--- src/rtl/dmem_arb_pkg.sv ---
// Shared types for the data-memory port arbiter: FSM state encoding and
// the port-index constants used by the arbiter and its pick sub-block.
package dmem_arb_pkg;

    typedef enum logic [1:0] {
        IDLE  = 2'd0,
        LOCK0 = 2'd1,
        LOCK1 = 2'd2
    } arb_state_e;

    localparam int P_CPU = 0;  // pipeline MEM stage
    localparam int P_DMA = 1;  // loader / DMA engine

endpackage

--- src/rtl/dmem_arb_pick.sv ---
// 2-way pick: the port named by ptr_i wins when both request, otherwise
// whichever port requests is granted. Output is one-hot or zero.
module dmem_arb_pick (
    input  logic [1:0] req_i,
    input  logic       ptr_i,
    output logic [1:0] gnt_o
);

    logic other;
    assign other = ~ptr_i;

    // Preferred port first, then the other one.
    always_comb begin
        gnt_o = 2'b00;
        if (req_i[ptr_i])
            gnt_o[ptr_i] = 1'b1;
        else if (req_i[other])
            gnt_o[other] = 1'b1;
    end

endmodule

--- src/rtl/dmem_port_arbiter.sv ---
// Shares one single-port synchronous data memory between the CPU MEM stage
// (port 0) and the DMA/loader (port 1). Grants one access per cycle, muxes
// the winner onto the memory port and steers the 1-cycle read response back.
// Locked bursts keep ownership for up to MAX_BURST consecutive grants.
// Build option: define DMEM_ARB_RR_EN for round-robin tie-breaking; without
// it port 0 always wins ties and no pointer register exists.
module dmem_port_arbiter
    import dmem_arb_pkg::*;
#(
    parameter int ADDR_W    = 32,
    parameter int DATA_W    = 32,
    parameter int MAX_BURST = 4
) (
    input  logic              clk,
    input  logic              rst,
    input  logic              p0_req,
    input  logic              p0_we,
    input  logic [ADDR_W-1:0] p0_addr,
    input  logic [DATA_W-1:0] p0_wdata,
    input  logic              p0_lock,
    output logic              p0_gnt,
    output logic              p0_rvalid,
    output logic [DATA_W-1:0] p0_rdata,
    input  logic              p1_req,
    input  logic              p1_we,
    input  logic [ADDR_W-1:0] p1_addr,
    input  logic [DATA_W-1:0] p1_wdata,
    input  logic              p1_lock,
    output logic              p1_gnt,
    output logic              p1_rvalid,
    output logic [DATA_W-1:0] p1_rdata,
    output logic [ADDR_W-1:0] mem_addr,
    output logic              mem_read,
    output logic              mem_write,
    output logic [DATA_W-1:0] mem_wdata,
    input  logic [DATA_W-1:0] mem_rdata
);

    localparam int CNT_W = $clog2(MAX_BURST + 1);

    arb_state_e       state_q, state_d;
    logic [CNT_W-1:0] cnt_q, cnt_d, cnt_inc;
    logic [1:0]       rvalid_q;
    logic [1:0]       req, lock, pick_gnt, gnt;
    logic             ptr, held, own, win, xfer, sel, sel_we;

`ifdef DMEM_ARB_RR_EN
    logic rr_q, rr_d;
    assign ptr = rr_q;
`else
    assign ptr = 1'(P_CPU);
`endif

    assign req     = {p1_req, p0_req};
    assign lock    = {p1_lock, p0_lock};
    assign cnt_inc = cnt_q + CNT_W'(1);

    dmem_arb_pick u_pick (
        .req_i (req),
        .ptr_i (ptr),
        .gnt_o (pick_gnt)
    );

    // Lock owner keeps the port while it asserts req&lock; otherwise arbitrate.
    always_comb begin
        state_d = state_q;
        cnt_d   = cnt_q;
        gnt     = 2'b00;
        own     = (state_q == LOCK1);
        win     = pick_gnt[P_DMA];
        held    = ((state_q == LOCK0) && p0_req && p0_lock) ||
                  ((state_q == LOCK1) && p1_req && p1_lock);
`ifdef DMEM_ARB_RR_EN
        rr_d    = rr_q;
`endif
        if (!rst) begin
            if (held) begin
                gnt[own] = 1'b1;
                if (cnt_inc == CNT_W'(MAX_BURST)) begin
                    // Forced release: the other port is preferred next tie.
                    state_d = IDLE;
                    cnt_d   = '0;
`ifdef DMEM_ARB_RR_EN
                    rr_d    = ~own;
`endif
                end else begin
                    cnt_d = cnt_inc;
                end
            end else begin
                gnt     = pick_gnt;
                state_d = IDLE;
                cnt_d   = '0;
                if (|pick_gnt) begin
`ifdef DMEM_ARB_RR_EN
                    rr_d = ~win;
`endif
                    // A 1-deep burst is already exhausted by this grant.
                    if (lock[win] && (MAX_BURST > 1)) begin
                        state_d = win ? LOCK1 : LOCK0;
                        cnt_d   = CNT_W'(1);
                    end
                end
            end
        end
    end

    // FSM, burst counter and tie pointer registers.
    always_ff @(posedge clk) begin
        if (rst) begin
            state_q <= IDLE;
            cnt_q   <= '0;
`ifdef DMEM_ARB_RR_EN
            rr_q    <= 1'(P_CPU);
`endif
        end else begin
            state_q <= state_d;
            cnt_q   <= cnt_d;
`ifdef DMEM_ARB_RR_EN
            rr_q    <= rr_d;
`endif
        end
    end

    // Remember which port issued a read so the response is steered back.
    always_ff @(posedge clk) begin
        if (rst)
            rvalid_q <= 2'b00;
        else
            rvalid_q <= gnt & ~{p1_we, p0_we};
    end

    assign p0_gnt = gnt[P_CPU];
    assign p1_gnt = gnt[P_DMA];
    assign xfer   = |gnt;
    assign sel    = gnt[P_DMA];
    assign sel_we = sel ? p1_we : p0_we;

    assign mem_addr  = xfer ? (sel ? p1_addr : p0_addr) : '0;
    assign mem_wdata = xfer ? (sel ? p1_wdata : p0_wdata) : '0;
    assign mem_read  = xfer & ~sel_we;
    assign mem_write = xfer & sel_we;

    // Masking with rst drops a response whose read was in flight at reset.
    assign p0_rvalid = rvalid_q[P_CPU] & ~rst;
    assign p1_rvalid = rvalid_q[P_DMA] & ~rst;
    assign p0_rdata  = mem_rdata;
    assign p1_rdata  = mem_rdata;

endmodule
--- config.mk ---
export PLATFORM = sky130hd
export DESIGN_NAME = dmem_port_arbiter
export DESIGN_NICKNAME = d
export VERILOG_FILES = /design/src/rtl/dmem_arb_pkg.sv /design/src/rtl/dmem_arb_pick.sv /design/src/rtl/dmem_port_arbiter.sv
export SDC_FILE = /design/constraint.sdc
export NUM_CORES = 1
export LEC_CHECK = 0
export CAP_MARGIN = 30
export CORE_AREA = 3 3 115 117
export CTS_BUF_LIST = sky130_fd_sc_hd__clkbuf_16
export DETAILED_ROUTE_END_ITERATION = 12
export DIE_AREA = 0 0 118 120
export PLACE_DENSITY = 0.54
export SYNTH_ARGS = -nofsm -noshare
export SYNTH_HDL_FRONTEND = slang
export SYNTH_SLANG_ARGS = --single-unit
--- constraint.sdc ---
create_clock -name clk -period 4 [get_ports clk]
set_input_delay 0.8 -clock clk [delete_from_list [all_inputs] [get_ports clk]]
set_output_delay 0.8 -clock clk [all_outputs]
set_load 0.005 [all_outputs]
==> flow_metrics.tcl, run 1 <==
set metrics [dict create \
    synth_flop_cell "dfxtp_1" \
    finalHoldWorstSlack_ns 0.519 \
    gp_congestion 0.807 \
    drtIter0Drc 66 \
    fp.dieW_um 118 \
    pin_count 302 \
    yosysWarnings 0 \
    final_cell_mix "clkdlybuf4s50_1 (205), a22o_1 (66), dfxtp_1 (7)" \
    ys_seq_area_frac 0.0933 \
    final-hold-violation-count 0 \
    grt_pass1_wl_um 11000 \
    area_growth_syn_to_layout_pct 121 \
    diodes 0 \
    drive_gt1_frac 0.0286 \
    slew_headroom 0.715 \
    synth_edf_count 0 \
    cts_hold_buf 0 \
    slowest_stage "clkdlybuf4s50_1" \
    vias 1955 \
    tns_ns 0 \
    die_y_um 120 \
    cts_resized 0 \
    drt-wirelength-per-cell_um 16.4 \
    floorplan.initialDensity 0.120 \
    overflow 0 \
    critPathKind "input pin to output pin" \
    vias_per_cell 4.01 \
    drv_slew 0 \
    async_flop_share 0 \
    cts_max_level 1 \
    cp.arrival_ns 2.81 \
    grt_max_degree 40 \
    path_buf_inv 3 \
    power_density_mw_per_mm2 165 \
    peakVddDrop_v 0.0000810 \
    rsz0062_at_grt "false" \
    synthCells 181 \
    clkLatencyLatePin_ns 0.23 \
    critical_path.cell_chain "clkdlybuf4s50_1 > and3b_2 > buf_4 > a22o_1 > clkdlybuf4s50_1" \
    crit_path_end_kind "output pin" \
    dp_hpwl_um 6750 \
    final_area_sq_mm 0.00332 \
    finalNetCount 486 \
    post-route-min-period_ns 3.61 \
    fin_total_pwr_w 0.000549 \
    final_common_cell "clkdlybuf4s50_1" \
    skew_ns 0.00154 \
    max_freq_ghz 0.277 \
    cts_tree "yes" \
    routed_wl_um 7970 \
    grt_antenna_before_repair 0 \
    status "finished, final reports clean" \
    netlist_area_sq_mm 0.00150 \
    num_rows 41 \
    grt_pass1_vias 1821 \
    hp-class "flip-flop to flip-flop" \
    setup_viol 0 \
    crit_path_start_kind "input pin" \
    core_sq_mm 0.0125 \
    cts_made_buffers 3 \
    crit_required_ns 3.20 \
    leakagePower_nw 1.21 \
    synth_nets 351 \
    synthDistinctLibCells 24 \
    path_common_cell "clkdlybuf4s50_1" \
    clk_pin_slew_ns 0.04 \
    ant_nets 0 \
    numPortBuffers 205 \
    dieArea_sq_mm 0.0142 \
    synth_seq_cells 7 \
    first_pass_iters 4 \
    clock_tree.buffer_depth 2 \
    cts_setup_buffers 0 \
    critPathMaxStageDelay_ns 0.62 \
    track_usage 0.0990 \
    cap_violations 0 \
    dpl_cell_area_sq_mm 0.00324 \
    crit_family "buffers and inverters" \
    worst_pin_slew_ns 0.417 \
    fin_util 0.267 \
    cts-root-buf "clkbuf_16" \
    cts.sinks 7 \
    syn_avg_cell_area_sq_um 8.30 \
    remaining_drc_errors 0 \
    worst-path-max-fanout 39 \
    period_share 0.903 \
]
## logic make-up (layout without fill, tap and decap cells)
group / count (synthesis) / after routing / share of synthesized area
AND/OR/NAND/NOR: 18 / 18 / 0.0775
buffers and inverters: 81 / 215 / 0.388
AO/OA/AOI/OAI: 72 / 72 / 0.418
adder cells (fa/ha/maj): 2 / 2 / 0.0167
flip-flops: 7 / 7 / 0.0933
XOR/XNOR: 1 / 1 / 0.00583
## flip-flops by register name, indices dropped and copies added (netlist names)
| register | count |
|---|---|
| state_q | 2 |
| cnt_q | 3 |
| rvalid_q | 2 |
## cell usage after synthesis (all sizes together) (2+ instances only)
cell,n,share of area
and2,2,0.0083
nor2b,6,0.025
nand4b,2,0.012
a22o,66,0.38
ha,2,0.017
dfxtp,7,0.093
nand2b,2,0.0083
nand2,2,0.0050
clkbuf,4,0.010
buf,75,0.37
inv,2,0.0050
## final timing paths
kind	start	to	slack (ns)	cells past startpoint
hold / removal	cnt_q[0]$_SDFF_PP0_	cnt_q[0]$_SDFF_PP0_	0.52	1
setup reg to reg	cnt_q[0]$_SDFF_PP0_	state_q[1]$_SDFFE_PP0P_	2.54	4
hold reg to reg	cnt_q[0]$_SDFF_PP0_	cnt_q[0]$_SDFF_PP0_	0.52	1
setup / recovery	p0_req	mem_read	0.39	5
## through the flow
step | cells | setup WS (ns)
2_1_floorplan | 181 | 1.50
3_3_place_gp | 483 | 0.406
3_5_place_dp | 483 | 0.383
4_1_cts | 487 | 0.374
5_1_grt | 487 | 0.254
6_report | 487 | 0.389
## per-layer routing
metal / vias to the layer above / track usage / wire (um)
met4: 0 / 0.0286 / 191
met3: 24 / 0.0368 / 810
li1: 883 / - / -
met1: 896 / 0.112 / 3000
met2: 152 / 0.175 / 3970
met5: - / 0 / 0
## report_power, final
part           internal (W)  switching [W]
clock              0.000130      0.0000407
combinational      0.000221      0.0000835
sequential        0.0000723     0.00000158
## area by class of cell
class / count / area (sq um)
inverters: 2 / 7.51
clock buffers: 3 / 75.1
flip-flops and latches: 7 / 140
clock inverters: 1 / 3.75
well taps: 172 / 215
multi-input cells: 93 / 787
fillers: 1341 / 9140
repair buffers: 209 / 2090
Power figures use the tool's default switching activity.
==> run 2, diff against run 1 <==
TNS_END_PERCENT = 50   (was not set)
==> results of run 2 <==
The final DEF is identical to that of run 1; final timing and power are the same.
==> run 3, diff against run 2 <==
CTS_BUF_LIST = not set   (was sky130_fd_sc_hd__clkbuf_16)
RECOVER_POWER = 100   (was not set)
==> run 3 against run 2 <==
Net effect: final cell count is the same; clock skew about the same; flip-flop and latch count did not move; critical endpoint is now mem_addr[3]; global-route usage did not move; combinational power shrank 4%; clock-buffer cell count increased by 1.
==> flow_metrics.tcl, run 3 (synthesis gave the netlist of run 1 again) <==
set metrics [dict create \
    skew_ns 0.00129 \
    final-hold-violation-count 0 \
    vias_per_cell 4.00 \
    largest-register "cnt_q" \
    crit_required_ns 3.20 \
    grt_antenna_before_repair 0 \
    setup_viol 0 \
    overflow 0 \
    period_share 0.941 \
    ant_nets 0 \
    slowest_stage "dlygate4sd3_1" \
    critPathMaxStageDelay_ns 0.63 \
    die_y_um 120 \
    grt_pass1_wl_um 11000 \
    peakVddDrop_v 0.0000806 \
    largest_register_ffs 3 \
    rsz0062_at_grt "false" \
    slew_headroom 0.715 \
    remaining_drc_errors 0 \
    floorplan.initialDensity 0.120 \
    worst_pin_slew_ns 0.417 \
    dp_slack_ns 0.383 \
    power_density_mw_per_mm2 163 \
    tns_ns 0 \
    leakagePower_nw 1.30 \
    grt_max_degree 40 \
    crit_path_start_kind "input pin" \
    final_cell_mix "clkdlybuf4s50_1 (166), a22o_1 (66), dlygate4sd3_1 (39)" \
    drv_slew 0 \
    worst-path-max-fanout 29 \
    cts_max_level 1 \
    cts_tree "yes" \
    numPortBuffers 205 \
    clk_pin_slew_ns 0.04 \
    drt-wirelength-per-cell_um 16.4 \
    pin_count 302 \
    cts-root-buf "clkbuf_16" \
    rrSetupSlack_ns 2.54 \
    cap_violations 0 \
    crit_family "buffers and inverters" \
    core_sq_mm 0.0125 \
    cp.arrival_ns 2.97 \
    clock_tree.buffer_depth 2 \
    cts.sinks 7 \
    status "finished, final reports clean" \
    num_rows 41 \
    drive_gt1_frac 0.0254 \
    crit_path_end_kind "output pin" \
    cts_setup_buffers 0 \
    hp-class "flip-flop to flip-flop" \
    first_pass_iters 4 \
    critPathKind "input pin to output pin" \
    routed_wl_um 7960 \
    vias 1946 \
    largest_registers "cnt_q x3, rvalid_q x2, state_q x2" \
    final_common_cell "clkdlybuf4s50_1" \
    fp.dieW_um 118 \
    cts_made_buffers 3 \
    track_usage 0.0990 \
    dieArea_sq_mm 0.0142 \
    post-route-min-period_ns 3.77 \
    finalNetCount 486 \
    cts_resized 0 \
    max_freq_ghz 0.266 \
    fin_total_pwr_w 0.000541 \
    dp_hpwl_um 6750 \
    drtIter0Drc 69 \
    cts_hold_buf 0 \
    gp_congestion 0.807 \
    diodes 0 \
    area_growth_syn_to_layout_pct 121 \
    path_buf_inv 3 \
    finalHoldWorstSlack_ns 0.519 \
    critical_path.cell_chain "dlygate4sd3_1 > nand2b_1 > a21oi_1 > buf_4 > a22o_1 > clkdlybuf4s50_1" \
    fin_ws_ns 0.235 \
    clkLatencyLatePin_ns 0.23 \
    grt_pass1_vias 1821 \
]
[run 3: per-stage QoR]
| stage | util | area, sq um | std cells |
|---|---|---|---|
| 6_report | 0.266 | 3310 | 487 |
| 5_1_grt | 0.266 | 3310 | 487 |
| 4_1_cts | 0.267 | 3320 | 487 |
| 3_5_place_dp | 0.260 | 3240 | 483 |
| 3_3_place_gp | 0.260 | 3240 | 483 |
| 2_1_floorplan | - | 1500 | 181 |
[run 3: path summary, 6_finish.rpt]
kind	startpoint	depth (start not counted)	endpoint
setup / recovery	rst	6	mem_addr[3]
setup reg to reg	cnt_q[0]$_SDFF_PP0_	4	state_q[1]$_SDFFE_PP0P_
hold reg to reg	cnt_q[0]$_SDFF_PP0_	1	cnt_q[0]$_SDFF_PP0_
hold / removal	cnt_q[0]$_SDFF_PP0_	1	cnt_q[0]$_SDFF_PP0_
[run 3: final cells by class]
type | instances | area, sq um
fill | 1343 | 9150
timing repair buffer | 209 | 2090
multi-input combinational | 93 | 776
tap | 172 | 215
sequential | 7 | 140
clock buffer | 4 | 78.8
inverter | 2 | 7.51
[run 3: per-layer routing]
metal  GRT usage  up-vias  routed length, um
li1            -      883                  -
met1       0.112      886               2990
met2       0.175      153               3960
met3      0.0368       24                821
met4      0.0286        0                191
met5           0        -                  0
[run 3: report_power, final]
part | internal, W | leakage [nW] | total (W) | switching [W]
Sequential | 0.0000723 | 0.0571 | 0.0000739 | 0.00000158
Clock | 0.000133 | 0.0382 | 0.000173 | 0.0000405
Combinational | 0.000212 | 1.20 | 0.000293 | 0.0000817
Total | 0.000417 | 1.30 | 0.000541 | 0.000124
==> variant 1, RTL diff (config.mk and constraints of run 1) <==
The option `DMEM_ARB_RR_EN` is turned on by a define.
--- a/src/rtl/dmem_port_arbiter.sv
+++ b/src/rtl/dmem_port_arbiter.sv
@@ -6,2 +6,4 @@
 // it port 0 always wins ties and no pointer register exists.
+`define DMEM_ARB_RR_EN
+
 module dmem_port_arbiter
Function: changed (a bounded check fails within 4 cycles, from zero or initial values and one cycle with rst high).
==> variant 1 against run 1 <==
Synthesized area grew 22%; via count is 27% higher; synthesized cell count up 81%; sequential cell count grew 1; global-route usage up 0.27 points; cell area grew 11%; combinational power increased by 19%; clock skew decreased by 0.00097 ns; worst setup slack worse by 0.29 ns; power rose by 13%; routed wire length increased by 2.0%; largest cell class unchanged; highest routed layer unchanged.
==> variant 1: results (changes against run 1) <==
Parameter                              Value

Clock tree
  Clock slew at reported path FFs    0.04 ns (about the same)
  Clock latency reported for the late side of the worst-skew pair    0.23 ns (about the same)
  Number of buffers between clock root and the deepest sink    2 (unchanged)
  Htree depth    1 (unchanged)
  Post-CTS setup-driven buffer insertion count    0 (unchanged)
  Total CTS buffers    3 (unchanged)
  Post_cts resized    0 (unchanged)
  Library cell used as clock root buffer    sky130_fd_sc_hd__clkbuf_16

Global routing
  First-pass GRT wire length    11,900 um (+7.9%)
  Tot GR Track Use    10.2% (+0.27 points)
  Vias in the first global route    2,425 (+33%)
  Largest net degree at the start of global routing    76 (+90%)
  Initial antenna violation count    0 (unchanged)

Yosys
  Most instantiated flip-flop cell in the synthesis netlist    sky130_fd_sc_hd__dfxtp_1
  Cell types with the highest counts after synthesis    sky130_fd_sc_hd__nand2_1 (134), sky130_fd_sc_hd__buf_4 (64), sky130_fd_sc_hd__o21ai_0 (61)
  Top cells by area, synth    sky130_fd_sc_hd__nand2_1 (28%), sky130_fd_sc_hd__buf_4 (26%), sky130_fd_sc_hd__o21ai_0 (17%)
  Syn_nets    498 (+42%)
  Share of synthesized registers carrying an async set or reset    0% (unchanged)
  Synth unique cells    31 (+29%)
  Number of synthesis warnings    0 (unchanged)
  Count of flip-flops with a built-in enable after synthesis    0 (unchanged)
  Sequential-to-total area share from yosys stat    8.77% (-0.56 points)

Critical path
  Setup slack on the worst flop-to-flop path    2.48 ns (-0.06 ns)
  Largest stage delay, worst path    0.58 ns (-0.04 ns)
  Cell type of the slowest stage on the worst timing path    sky130_fd_sc_hd__clkdlybuf4s50_1
  Worst reg2reg path startpoint    state_q[1]
  Highest fanout seen on the critical path    42 (+7.7%)
  Capture instance of the worst register-to-register path    cnt_q[0]
  Worst setup endpoint    mem_wdata[20]
  Depth of the worst register-to-register path    5 (+1)
  Endpoint arrival time on the critical path    3.10 ns (+0.29 ns)
  Worst Setup SP    p0_req

Place
  Port-buffer cells    205 (unchanged)
  Cell area after placement    3600 um^2 (+11%)
  Detailed-placement wirelength estimate    6650 um (-1.4%)
  RePlAce Congestion    0.780 (-3.3%)

Layout
  Largest registers    cnt_q (3), rvalid_q (2), state_q (2)
  Antenna Cells    0 (unchanged)
  Share of layout cells above drive strength 1    2.64% (-0.22 points)
  Filler cell count in the final layout    1,371 (+2.2%)
  Net count of the finished layout    627 (+29%)

Drt
  DR pass1 iterations    4 (unchanged)
  Per-cell routed wire length    13.0 um (-21%)
  Number of DRC violations after detailed-routing iteration 0    139 (+110%)
  Via count normalized by instance count    3.96 (-1.4%)

Power and ir drop
  VDD IR-drop max    0.000100 V (+24%)
  Leak    0.00133 uW (+9.6%)

Hold path
  Class of the tightest hold or removal check    reg -> reg

STA
  Clock skew after layout    0.000568 ns (-0.000969 ns)
  Final hold violations    0 (unchanged)
  Max-slew headroom    68.1% (-3.4 points)

Status
  Result of the run    finished, final reports clean
==> variant 1: worst min-delay path by stage <==
stage	start	endpoint	slack [ns]	depth (start not counted)
after floorplan	state_q[0]	state_q[0]	0.45	2
after global placement	state_q[1]	state_q[1]	0.47	2
after detailed placement	state_q[1]	state_q[1]	0.48	2
after CTS	state_q[1]	state_q[1]	0.48	2
after global routing	state_q[1]	state_q[1]	0.51	2
final	state_q[1]	state_q[1]	0.49	2
==> variant 1: cells by family after synthesis <==
| kind of cell | count (synthesis) | synth area share (%) |
|---|---|---|
| simple gates | 153 | 33.8 |
| buf+inv | 88 | 32.6 |
| compound gates | 74 | 21.9 |
| flops | 8 | 8.77 |
| mux | 2 | 1.10 |
| fa+ha+maj | 2 | 1.37 |
| xor+xnor | 1 | 0.480 |
==> variant 1: power by group <==
part	internal (uW)	total (uW)	switching, uW	leakage (uW)
Sequential	83.8	86.4	2.58	0.0000654
Clock	129	169	40.3	0.0000370
Combinational	242	363	121	0.00123
Total	455	618	164	0.00133
==> variant 1: per-stage QoR <==
step / setup WS, ns / hold WS, ns / total power (uW) / instances
finish: 0.103 / 0.486 / 618 / 627
global route: 0.00499 / 0.507 / 656 / 627
CTS: 0.0613 / 0.481 / 627 / 627
detailed placement: 0.0788 / 0.476 / 453 / 624
global placement: 0.133 / 0.472 / 452 / 624
floorplan: 1.38 / 0.448 / 237 / 328
==> variant 1: area by class of cell <==
class / count / area (um^2) / share of cell area [%]
Timing Repair Buffer: 211 / 2130 / 58.1
Multi-Input combinational cell: 232 / 1090 / 29.6
Tap cell: 172 / 215 / 5.86
Sequential cell: 8 / 160 / 4.36
Clock buffer: 3 / 75.1 / 2.04
Inverter: 1 / 3.75 / 0.102
==> variant 1: per-layer routing <==
| layer | global-route usage [%] | vias up | routed length (um) |
|---|---|---|---|
| li1 | - | 1252 | - |
| met1 | 11.9 | 1029 | 3330 |
| met2 | 17.4 | 156 | 3740 |
| met3 | 2.59 | 44 | 729 |
| met4 | 4.69 | 0 | 330 |
| met5 | 0 | - | 0 |
==> variant 1: critical path, delay by kind of cell <==
family / cells / cell delay (ns)
and+or+nand+nor: 1 / 0.16
buffers and inverters: 3 / 1.35
AOI/OAI and AO/OA: 2 / 0.77
==> variant 2, RTL diff (settings of run 1) <==
Made on the original files. Make the reset (`rst`) asynchronous in 2 clocked blocks.
--- a/src/rtl/dmem_port_arbiter.sv
+++ b/src/rtl/dmem_port_arbiter.sv
@@ -107,3 +107,3 @@
     // FSM, burst counter and tie pointer registers.
-    always_ff @(posedge clk) begin
+    always_ff @(posedge clk or posedge rst) begin
         if (rst) begin
@@ -124,3 +124,3 @@
     // Remember which port issued a read so the response is steered back.
-    always_ff @(posedge clk) begin
+    always_ff @(posedge clk or posedge rst) begin
         if (rst)
Behaviour: no difference found for any inputs over 10 cycles, from zero or initial values and one cycle with rst high; that may be too few to reach the edited logic, so the function may still have changed.
==> variant 2 against run 1 <==
Power rose by 3.5%; first-iteration DRC count fell by 55%; synthesized area rose by 7.5%; sequential cell count did not move; synthesized cell count rose by 5.5%; worst setup slack got worse by 0.10 ns; cell area rose by 2.6%; routed wire length fell by 5.3%; critical path type unchanged.
==> variant 2: results (changes against run 1) <==
Parameter                              Value

Yosys
  Most instantiated flip-flop cell in the synthesis netlist    sky130_fd_sc_hd__dfrtp_1
  Cell types with the highest counts after synthesis    sky130_fd_sc_hd__buf_4 (68), sky130_fd_sc_hd__a22o_1 (65), sky130_fd_sc_hd__dfrtp_1 (7)
  Synth unique cells    31 (+29%)
  Syn_nets    361 (+2.8%)
  Sequential-to-total area share from yosys stat    10.9% (+1.5 points)
  Average instance area after synthesis    8.45 um^2 (+1.9%)
  Number of synthesis warnings    0 (unchanged)
  Top cells by area, synth    sky130_fd_sc_hd__a22o_1 (35%), sky130_fd_sc_hd__buf_4 (32%), sky130_fd_sc_hd__dfrtp_1 (11%)
  Share of synthesized registers carrying an async set or reset    100% (+100 points)
  Portion of synthesized cell area occupied by the leading cell type    35.3% (-3.2 points)

Place
  Minimum setup slack after placement    0.261 ns (-0.122 ns)
  RePlAce Congestion    0.745 (-7.7%)
  Placed cells    494 (+2.3%)
  Detailed-placement wirelength estimate    6480 um (-3.9%)
  Cell area after placement    3330 um^2 (+2.7%)

STA
  Transition at the pin with the smallest max-transition slack    0.371 ns (-0.0460 ns)
  Final WS setup    0.288 ns (-0.101 ns)
  Clock skew after layout    0.000922 ns (-0.000615 ns)
  Worst Hold Slack    0.523 ns (+0.00348 ns)

Layout
  Buffers excl. clock    210 (+0.48%)
  Multi-input combinational gate total    103 (+11%)
  Share of layout cells above drive strength 1    3.68% (+0.82 points)
  Sequential cell count    7 (unchanged)
  Layout Cells excl Fill    498 (+2.3%)
  Clock-cell share of area    2.31% (-0.061 points)
  Share of the final layout cell area in sequential cells    5.14% (+0.92 points)
  Filler cell count in the final layout    1,340 (-0.075%)
  Share of the core filled with cells in the final layout    27.4% (+0.70 points)
  Total area of multi-input combinational cells    845 um^2 (+7.3%)
  Proportion of final cell area spent on non-clock buffers    61.3% (-1.8 points)

Drt
  DR pass1 iterations    4 (unchanged)
  Number of DRC violations after detailed-routing iteration 0    30 (-55%)
  Via count normalized by instance count    3.98 (-0.86%)
  Per-cell routed wire length    15.2 um (-7.4%)

Status
  Result of the run    finished, final reports clean

Global routing
  Largest net degree at the start of global routing    36 (-10%)
  Vias in the first global route    2,082 (+14%)
  Tot GR Track Use    9.94% (+0.036 points)
  Initial antenna violation count    0 (unchanged)
  First-pass GRT wire length    11,300 um (+2.7%)

Power and ir drop
  Leak    0.00128 uW (+5.3%)
  Internal Dissipation    437 uW (+3.3%)
  VDD IR-drop max    0.0000767 V (-5.3%)

Clock tree
  Post-CTS setup-driven buffer insertion count    0 (unchanged)
  Clock slew at reported path FFs    around 0.03 ns

Critical path
  Worst setup endpoint    mem_addr[11]
  Worst reg2reg path startpoint    cnt_q[0]
  Capture instance of the worst register-to-register path    cnt_q[0]
  Endpoint arrival time on the critical path    2.91 ns (+0.10 ns)
  Setup slack on the worst flop-to-flop path    2.44 ns (-0.10 ns)
  Depth of the worst register-to-register path    5 (+1)
  Highest fanout seen on the critical path    35 (-10%)

Hold path
  Hold path startpoint    cnt_q[1]
  Worst hold stages    2 (+1)
  Min-Delay Endpoint    cnt_q[1]
-- variant 2: cell families (layout without fill, tap and decap cells) --
| group | count (synthesis) | in the layout | synth area share [%] |
|---|---|---|---|
| buffers and inverters | 81 | 216 | 37.3 |
| AOI/OAI and AO/OA | 78 | 78 | 41.3 |
| and+or+nand+nor | 23 | 23 | 8.99 |
| DFF | 7 | 7 | 10.9 |
| adders and majority gates | 2 | 2 | 1.55 |
-- variant 2: layer usage --
metal  global-route usage (%)  wire length [um]
met1                     10.7              2860
met2                     17.7              3600
met3                     3.68               853
met4                     4.03               239
met5                        0                 0
-- variant 2: power groups by stage --
stage	Clock (uW)	Combinational, uW	Sequential (uW)
after detailed placement	0	327	81.1
final	165	324	80.4
after global placement	0	326	80.9
after CTS	168	329	80.2
after floorplan	0	145	79.7
after global routing	174	347	81.2
-- variant 2: tightest hold or removal path: cells and delay by family, from the launching register on --
family / cells / cell delay, ns
flops: 1 / 0.36
simple gates: 1 / 0.06
compound gates: 1 / 0.06
